`src/rtl/ibex_id_seq_if.sv`:
```
// Bundle between the ID-stage sequencer and its decoder, controller and execute units.
// The master side drives decoder flags and unit responses; the slave side is the sequencer.
interface ibex_id_seq_if #(
   parameter int unsigned CntWidth = 16
) ();

   logic                instr_valid_i;
   logic                flush_id_i;
   logic                illegal_insn_i;
   logic                data_req_dec_i;
   logic                mult_en_dec_i;
   logic                div_en_dec_i;
   logic                alu_multicycle_dec_i;
   logic                jump_in_dec_i;
   logic                branch_in_dec_i;
   logic                branch_taken_i;
   logic                lsu_resp_valid_i;
   logic                multdiv_ready_i;

   logic                instr_first_cycle_o;
   logic                lsu_req_o;
   logic                multdiv_en_o;
   logic                jump_set_o;
   logic                branch_set_o;
   logic                stall_o;
   logic                instr_done_o;
   logic                busy_o;
   logic [CntWidth-1:0] instr_cnt_o;
   logic [CntWidth-1:0] stall_cnt_o;

   modport master (
      output instr_valid_i, flush_id_i, illegal_insn_i,
             data_req_dec_i, mult_en_dec_i, div_en_dec_i, alu_multicycle_dec_i,
             jump_in_dec_i, branch_in_dec_i, branch_taken_i,
             lsu_resp_valid_i, multdiv_ready_i,
      input  instr_first_cycle_o, lsu_req_o, multdiv_en_o, jump_set_o, branch_set_o,
             stall_o, instr_done_o, busy_o, instr_cnt_o, stall_cnt_o
   );

   modport slave (
      input  instr_valid_i, flush_id_i, illegal_insn_i,
             data_req_dec_i, mult_en_dec_i, div_en_dec_i, alu_multicycle_dec_i,
             jump_in_dec_i, branch_in_dec_i, branch_taken_i,
             lsu_resp_valid_i, multdiv_ready_i,
      output instr_first_cycle_o, lsu_req_o, multdiv_en_o, jump_set_o, branch_set_o,
             stall_o, instr_done_o, busy_o, instr_cnt_o, stall_cnt_o
   );

endinterface

```
`src/rtl/ibex_id_seq.sv`:
```
// ID-stage instruction sequencer: steps each decoded instruction through one or more
// cycles, issues first-cycle strobes, stalls IF-ID until completion, counts retires/stalls.
module ibex_id_seq #(
   parameter bit          BranchTargetALU = 1'b0,
   parameter int unsigned CntWidth        = 16
) (
   input logic          clk_i,
   input logic          rst_ni,
   ibex_id_seq_if.slave bus
);

   typedef enum logic {
      FIRST_CYCLE = 1'b0,
      MULTI_CYCLE = 1'b1
   } state_e;

   typedef enum logic [2:0] {
      CLS_NONE   = 3'd0,
      CLS_LSU    = 3'd1,
      CLS_MD     = 3'd2,
      CLS_ALU2   = 3'd3,
      CLS_JUMP   = 3'd4,
      CLS_BRANCH = 3'd5
   } cls_e;

   localparam logic [CntWidth-1:0] CntMax = {CntWidth{1'b1}};

   state_e              state_q, state_d;
   cls_e                cls_q, cls_d, cls_dec;
   logic [CntWidth-1:0] instr_cnt_q, instr_cnt_d;
   logic [CntWidth-1:0] stall_cnt_q, stall_cnt_d;
   logic                lsu_req, multdiv_en, jump_set, branch_set, instr_done, stall;

   // Fixed priority when the decoder raises several class flags at once.
   always_comb begin
      cls_dec = CLS_NONE;
      if (bus.data_req_dec_i) begin
         cls_dec = CLS_LSU;
      end else if (bus.mult_en_dec_i || bus.div_en_dec_i) begin
         cls_dec = CLS_MD;
      end else if (bus.alu_multicycle_dec_i) begin
         cls_dec = CLS_ALU2;
      end else if (bus.jump_in_dec_i) begin
         cls_dec = CLS_JUMP;
      end else if (bus.branch_in_dec_i) begin
         cls_dec = CLS_BRANCH;
      end
   end

   always_comb begin
      state_d    = state_q;
      cls_d      = cls_q;
      lsu_req    = 1'b0;
      multdiv_en = 1'b0;
      jump_set   = 1'b0;
      branch_set = 1'b0;
      instr_done = 1'b0;

      if (bus.flush_id_i) begin
         state_d = FIRST_CYCLE;
         cls_d   = CLS_NONE;
      end else begin
         case (state_q)
            FIRST_CYCLE: begin
               if (bus.instr_valid_i) begin
                  if (bus.illegal_insn_i) begin
                     instr_done = 1'b1;
                  end else begin
                     case (cls_dec)
                        CLS_LSU: begin
                           lsu_req = 1'b1;
                           if (bus.lsu_resp_valid_i) begin
                              instr_done = 1'b1;
                           end else begin
                              state_d = MULTI_CYCLE;
                              cls_d   = CLS_LSU;
                           end
                        end
                        CLS_MD: begin
                           multdiv_en = 1'b1;
                           if (bus.multdiv_ready_i) begin
                              instr_done = 1'b1;
                           end else begin
                              state_d = MULTI_CYCLE;
                              cls_d   = CLS_MD;
                           end
                        end
                        CLS_ALU2: begin
                           state_d = MULTI_CYCLE;
                           cls_d   = CLS_ALU2;
                        end
                        CLS_JUMP: begin
                           jump_set = 1'b1;
                           if (BranchTargetALU) begin
                              instr_done = 1'b1;
                           end else begin
                              state_d = MULTI_CYCLE;
                              cls_d   = CLS_JUMP;
                           end
                        end
                        CLS_BRANCH: begin
                           branch_set = bus.branch_taken_i;
                           if (!bus.branch_taken_i || BranchTargetALU) begin
                              instr_done = 1'b1;
                           end else begin
                              state_d = MULTI_CYCLE;
                              cls_d   = CLS_BRANCH;
                           end
                        end
                        default: instr_done = 1'b1;
                     endcase
                  end
               end
            end
            MULTI_CYCLE: begin
               case (cls_q)
                  CLS_LSU: instr_done = bus.lsu_resp_valid_i;
                  CLS_MD: begin
                     multdiv_en = 1'b1;
                     instr_done = bus.multdiv_ready_i;
                  end
                  default: instr_done = 1'b1;
               endcase
               if (instr_done) begin
                  state_d = FIRST_CYCLE;
                  cls_d   = CLS_NONE;
               end
            end
            default: begin
               state_d = FIRST_CYCLE;
               cls_d   = CLS_NONE;
            end
         endcase
      end
   end

   assign stall = bus.instr_valid_i & ~instr_done & ~bus.flush_id_i;

   // Counters saturate rather than wrap so a long run never reports a small value.
   always_comb begin
      instr_cnt_d = instr_cnt_q;
      stall_cnt_d = stall_cnt_q;
      if (instr_done && !bus.illegal_insn_i && instr_cnt_q != CntMax) begin
         instr_cnt_d = instr_cnt_q + CntWidth'(1);
      end
      if (stall && stall_cnt_q != CntMax) begin
         stall_cnt_d = stall_cnt_q + CntWidth'(1);
      end
   end

   always_ff @(posedge clk_i or negedge rst_ni) begin
      if (!rst_ni) begin
         state_q     <= FIRST_CYCLE;
         cls_q       <= CLS_NONE;
         instr_cnt_q <= '0;
         stall_cnt_q <= '0;
      end else begin
         state_q     <= state_d;
         cls_q       <= cls_d;
         instr_cnt_q <= instr_cnt_d;
         stall_cnt_q <= stall_cnt_d;
      end
   end

   assign bus.instr_first_cycle_o = bus.instr_valid_i & (state_q == FIRST_CYCLE);
   assign bus.lsu_req_o           = lsu_req;
   assign bus.multdiv_en_o        = multdiv_en;
   assign bus.jump_set_o          = jump_set;
   assign bus.branch_set_o        = branch_set;
   assign bus.stall_o             = stall;
   assign bus.instr_done_o        = instr_done;
   assign bus.busy_o              = (state_q == MULTI_CYCLE);
   assign bus.instr_cnt_o         = instr_cnt_q;
   assign bus.stall_cnt_o         = stall_cnt_q;

   // Upstream must keep the instruction valid until a multi-cycle sequence completes.
   valid_held_in_multi: assert property (
      @(posedge clk_i) disable iff (!rst_ni) (state_q == MULTI_CYCLE) |-> bus.instr_valid_i
   );

endmodule

```
`src/flat_wrapper.sv`:
```
// flat-port wrapper written by rule: the top's interface ports become plain ports
module ibex_id_seq_flat 
#(
   parameter bit          BranchTargetALU = 1'b0,
   parameter int unsigned CntWidth        = 16
)
  (clk_i, rst_ni, bus_instr_valid_i, bus_flush_id_i, bus_illegal_insn_i, bus_data_req_dec_i, bus_mult_en_dec_i, bus_div_en_dec_i, bus_alu_multicycle_dec_i, bus_jump_in_dec_i, bus_branch_in_dec_i, bus_branch_taken_i, bus_lsu_resp_valid_i, bus_multdiv_ready_i, bus_instr_first_cycle_o, bus_lsu_req_o, bus_multdiv_en_o, bus_jump_set_o, bus_branch_set_o, bus_stall_o, bus_instr_done_o, bus_busy_o, bus_instr_cnt_o, bus_stall_cnt_o);
  ibex_id_seq_if #(.CntWidth(CntWidth)) bus_i ();
  input logic clk_i;
  input logic rst_ni;
  input wire logic [$bits(bus_i.instr_valid_i)-1:0] bus_instr_valid_i;
  input wire logic [$bits(bus_i.flush_id_i)-1:0] bus_flush_id_i;
  input wire logic [$bits(bus_i.illegal_insn_i)-1:0] bus_illegal_insn_i;
  input wire logic [$bits(bus_i.data_req_dec_i)-1:0] bus_data_req_dec_i;
  input wire logic [$bits(bus_i.mult_en_dec_i)-1:0] bus_mult_en_dec_i;
  input wire logic [$bits(bus_i.div_en_dec_i)-1:0] bus_div_en_dec_i;
  input wire logic [$bits(bus_i.alu_multicycle_dec_i)-1:0] bus_alu_multicycle_dec_i;
  input wire logic [$bits(bus_i.jump_in_dec_i)-1:0] bus_jump_in_dec_i;
  input wire logic [$bits(bus_i.branch_in_dec_i)-1:0] bus_branch_in_dec_i;
  input wire logic [$bits(bus_i.branch_taken_i)-1:0] bus_branch_taken_i;
  input wire logic [$bits(bus_i.lsu_resp_valid_i)-1:0] bus_lsu_resp_valid_i;
  input wire logic [$bits(bus_i.multdiv_ready_i)-1:0] bus_multdiv_ready_i;
  output wire logic [$bits(bus_i.instr_first_cycle_o)-1:0] bus_instr_first_cycle_o;
  output wire logic [$bits(bus_i.lsu_req_o)-1:0] bus_lsu_req_o;
  output wire logic [$bits(bus_i.multdiv_en_o)-1:0] bus_multdiv_en_o;
  output wire logic [$bits(bus_i.jump_set_o)-1:0] bus_jump_set_o;
  output wire logic [$bits(bus_i.branch_set_o)-1:0] bus_branch_set_o;
  output wire logic [$bits(bus_i.stall_o)-1:0] bus_stall_o;
  output wire logic [$bits(bus_i.instr_done_o)-1:0] bus_instr_done_o;
  output wire logic [$bits(bus_i.busy_o)-1:0] bus_busy_o;
  output wire logic [$bits(bus_i.instr_cnt_o)-1:0] bus_instr_cnt_o;
  output wire logic [$bits(bus_i.stall_cnt_o)-1:0] bus_stall_cnt_o;
  assign bus_i.instr_valid_i = bus_instr_valid_i;
  assign bus_i.flush_id_i = bus_flush_id_i;
  assign bus_i.illegal_insn_i = bus_illegal_insn_i;
  assign bus_i.data_req_dec_i = bus_data_req_dec_i;
  assign bus_i.mult_en_dec_i = bus_mult_en_dec_i;
  assign bus_i.div_en_dec_i = bus_div_en_dec_i;
  assign bus_i.alu_multicycle_dec_i = bus_alu_multicycle_dec_i;
  assign bus_i.jump_in_dec_i = bus_jump_in_dec_i;
  assign bus_i.branch_in_dec_i = bus_branch_in_dec_i;
  assign bus_i.branch_taken_i = bus_branch_taken_i;
  assign bus_i.lsu_resp_valid_i = bus_lsu_resp_valid_i;
  assign bus_i.multdiv_ready_i = bus_multdiv_ready_i;
  assign bus_instr_first_cycle_o = bus_i.instr_first_cycle_o;
  assign bus_lsu_req_o = bus_i.lsu_req_o;
  assign bus_multdiv_en_o = bus_i.multdiv_en_o;
  assign bus_jump_set_o = bus_i.jump_set_o;
  assign bus_branch_set_o = bus_i.branch_set_o;
  assign bus_stall_o = bus_i.stall_o;
  assign bus_instr_done_o = bus_i.instr_done_o;
  assign bus_busy_o = bus_i.busy_o;
  assign bus_instr_cnt_o = bus_i.instr_cnt_o;
  assign bus_stall_cnt_o = bus_i.stall_cnt_o;
  ibex_id_seq #(.BranchTargetALU(BranchTargetALU), .CntWidth(CntWidth)) u_core (.clk_i(clk_i), .rst_ni(rst_ni), .bus(bus_i));
endmodule
```
`config.mk`:
```
export PLATFORM = sky130hd
export DESIGN_NAME = ibex_id_seq_flat
export DESIGN_NICKNAME = d
export VERILOG_FILES = /design/src/rtl/ibex_id_seq_if.sv /design/src/rtl/ibex_id_seq.sv /design/src/flat_wrapper.sv
export SDC_FILE = /design/constraint.sdc
export NUM_CORES = 1
export LEC_CHECK = 0
export ABC_CLOCK_PERIOD_IN_PS = 2550
export BUFFER_PORTS_ARGS = -buffer_cell sky130_fd_sc_hd__buf_4
export CAP_MARGIN = 40
export CORE_AREA = 3 3 59 75
export DETAILED_ROUTE_END_ITERATION = 8
export DIE_AREA = 0 0 62 78
export PLACE_DENSITY = 0.75
export SKIP_LAST_GASP = 1
export SYNTH_ARGS = -nofsm -noshare
export SYNTH_HDL_FRONTEND = slang
export SYNTH_SLANG_ARGS = --single-unit
export TNS_END_PERCENT = 1
```
`constraint.sdc`:
```
create_clock -name clk_i -period 2.55 [get_ports clk_i]
set_input_delay 0 -clock clk_i [delete_from_list [all_inputs] [get_ports clk_i]]
set_output_delay 0 -clock clk_i [all_outputs]
set_load 0.005 [all_outputs]
```
==> results.yml <==
status:
  status: "finished, final reports clean"
cells_and_area:
  drive_above_1_share: 0.310
  synthToLayoutAreaGrowth_pct: 30.0
  nets: 261
  nFillCells: 325
  multi_input_area_sq_um: 973
  diodes: 0
  seq_area_sq_um: 901
grt:
  grt_start_max_net_pins: 37
  grt_pass1_wl_um: 7140
  grt_pass1_vias: 1553
  grt_antenna_before_repair: 0
  grt_overflow: 0
  grtUsageTotal: 0.195
place:
  port_buffers: 53
  dp_hpwl_um: 3260
  gp_congestion: 0.941
routing:
  antenna_left: 0
  drcViolationCount: 0
  routed_via_density: 5.48
  wl_per_cell_um: 14.6
  detail_route.iter0.violations: 138
  detailroute.via_count: 1640
  routed_wl_um: 4360
  first_pass_iters: 4
sta:
  fin_setup_tns_ns: 0
  rsz0062_at_grt: "false"
  final_max_slew_viol_count: 0
  setup_viol: 0
  min_period_ns: 2.36
  tightest_slew_ns: 0.449
  post-route-period-util: 0.924
  finalClockSkew_ns: 0.00921
  relSlewSlack: 0.700
  hold_viol_final: 0
  whs_ns: 0.207
  fmax_mhz: 424
setup_path:
  critPathLaunchType: "register"
  r2r_cells: 5
  critPathKind: "register to register"
  critical_path_peak_fanout: 7
  crit_arrival_ns: 2.52
  worstSetupStartpoint: "u_core.cls_q[0]$_DFFE_PN0P_"
  cp.required_ns: 2.72
  regToRegSetupSlack_ns: 0.19
  cp-endpoint: "u_core.bus.stall_cnt_o[1]$_DFFE_PN0P_"
  r2r-start: "u_core.cls_q[0]$_DFFE_PN0P_"
  r2r_end: "u_core.bus.stall_cnt_o[1]$_DFFE_PN0P_"
  endpoint_kind: "register"
clock_tree:
  root_buffer: "clkbuf_8"
  cts_max_level: 2
  cts_buffers: 5
  cts_setup_buffers: 0
  path_clk_slew_ns: 0.07
  cts_resized: 0
  clk_latency_ns: 0.28
  cts.sinks: 36
  clock_path_buffers: 2
  cts_tree: "yes"
logic_synthesis:
  async_reset_ff_frac: 1.00
  syn_nets: 201
  synth-edff-count: 0
  ys_warn_count: 0
  syn_inst: 185
  ys_seq_area_frac: 0.473
  synthFlopType: "dfrtp_1"
  synth_area_sq_mm: 0.00190
  ys_ff_latch: 36
  synth_cell_types: 42
  syn_area_per_cell_sq_um: 10.3
pwr:
  p_per_area_mw_per_mm2: 620
  power_leakage_nw: 1.14
  ir_drop_mv: 0.564
floorplan:
  core_sq_mm: 0.00378
  dieArea_sq_mm: 0.00484
  start_util: 0.503
  die_h_um: 78
  num_rows: 25
  io_pins: 54
  die-width_um: 62
hold_path:
  hold_class: "primary input to async pin"
job:
  cap_viol_max_count: 0
-- sequential cells by signal, indices dropped and copies added (netlist names) --
register	cells
u_core.bus.busy_o	1
u_core.bus.instr_cnt_o	16
u_core.bus.stall_cnt_o	16
u_core.cls_q	3
-- metal layers --
metal / up-vias / global-route usage / wire length [um]
li1: 788 / - / -
met1: 785 / 0.258 / 1900
met2: 60 / 0.301 / 2100
met3: 7 / 0.0466 / 275
met4: 0 / 0.0722 / 79
met5: - / 0 / 0
-- layout make-up --
class	instances	area share
multi-input combinational	142	0.393
timing repair buffer	55	0.169
clock buffer	7	0.0389
tap	54	0.0273
inverter	5	0.00758
sequential	36	0.364
-- Yosys cell counts (2+ instances only) --
master   number  area share
dfrtp_1      36        0.47
xnor2_1      21       0.097
nand3_1      16       0.042
nand2_1      14       0.028
nand4_1      11       0.036
nor2_1       11       0.022
a21oi_1       9       0.024
and3_1        7       0.023
nor3_1        7       0.018
mux2_2        6       0.036
inv_1         5      0.0099
a31oi_1       3      0.0099
o21ai_0       3      0.0079
xor2_1        3       0.014
a211o_1       2      0.0092
and4_1        2      0.0092
buf_2         2      0.0053
ha_1          2       0.013
mux2_1        2       0.012
-- through the flow --
stage	utilization	total power (W)	instance area, sq um	setup WS, ns	cells
after detailed placement	0.623	0.00112	2360	0.195	290
after CTS	0.654	0.00155	2470	0.188	299
final	0.654	0.00154	2470	0.194	299
after global routing	0.654	0.00163	2470	0.0825	299
after global placement	0.623	0.00110	2360	0.268	290
after floorplan	-	0.000904	1900	0.348	185
-- where the power goes --
part	switching, W	internal, W	total (W)
clock network	0.000190	0.000241	0.000431
logic	0.000148	0.000199	0.000347
registers	0.000107	0.000650	0.000757
-- cell usage in the layout (no fill, tap or decap), types with 2 or more instances in the layout --
| cell type | netlist | layout |
|---|---|---|
| a211o_1 | 2 | 2 |
| a21oi_1 | 9 | 9 |
| a31oi_1 | 3 | 3 |
| and3_1 | 7 | 7 |
| and4_1 | 2 | 2 |
| buf_4 | 0 | 53 |
| clkbuf_8 | 0 | 7 |
| dfrtp_1 | 36 | 36 |
| dlygate4sd3_1 | 0 | 2 |
| ha_1 | 2 | 2 |
| inv_1 | 5 | 5 |
| mux2_1 | 2 | 2 |
| mux2_2 | 6 | 6 |
| nand2_1 | 14 | 14 |
| nand3_1 | 16 | 16 |
| nand4_1 | 11 | 11 |
| nor2_1 | 11 | 11 |
| nor3_1 | 7 | 7 |
| o21ai_0 | 3 | 3 |
| xnor2_1 | 21 | 21 |
| xor2_1 | 3 | 3 |
-- critical path, cell delays in order (launching register included) --
cell,delay [ns]
dfrtp_1,0.40
or4b_1,0.52
o211a_1,0.17
or3b_4,0.42
nor3b_4,0.37
mux2_1,0.37
-- how the worst min path moves through the flow --
stage,start,endpoint,slack [ns],cells after the start
6_report,rst_ni,u_core.bus.instr_cnt_o[10]$_DFFE_PN0P_,0.21,2
5_1_grt,bus_data_req_dec_i,u_core.cls_q[1]$_DFFE_PN0P_,0.21,3
4_1_cts,bus_data_req_dec_i,u_core.cls_q[1]$_DFFE_PN0P_,0.20,3
3_5_place_dp,rst_ni,u_core.bus.busy_o$_DFF_PN0_,-0.02,1
3_3_place_gp,rst_ni,u_core.bus.busy_o$_DFF_PN0_,-0.02,1
2_1_floorplan,rst_ni,u_core.bus.busy_o$_DFF_PN0_,-0.30,0
-- what timing repair did --
| action | in CTS | in global routing |
|---|---|---|
| hold buffers | 2 | 0 |
| endpoints found under the setup margin | 0 | 0 |
| hold endpoints to repair | 37 | 0 |
-- cells by family after synthesis --
group	after synthesis	share of synthesized area
muxes	8	0.0473
and+or+nand+nor	84	0.259
DFF	36	0.473
AOI/OAI and AO/OA	24	0.0815
buffers and inverters	7	0.0151
xor gates and xnor gates	24	0.110
adders and majority gates	2	0.0131
Power figures use the tool's default switching activity.
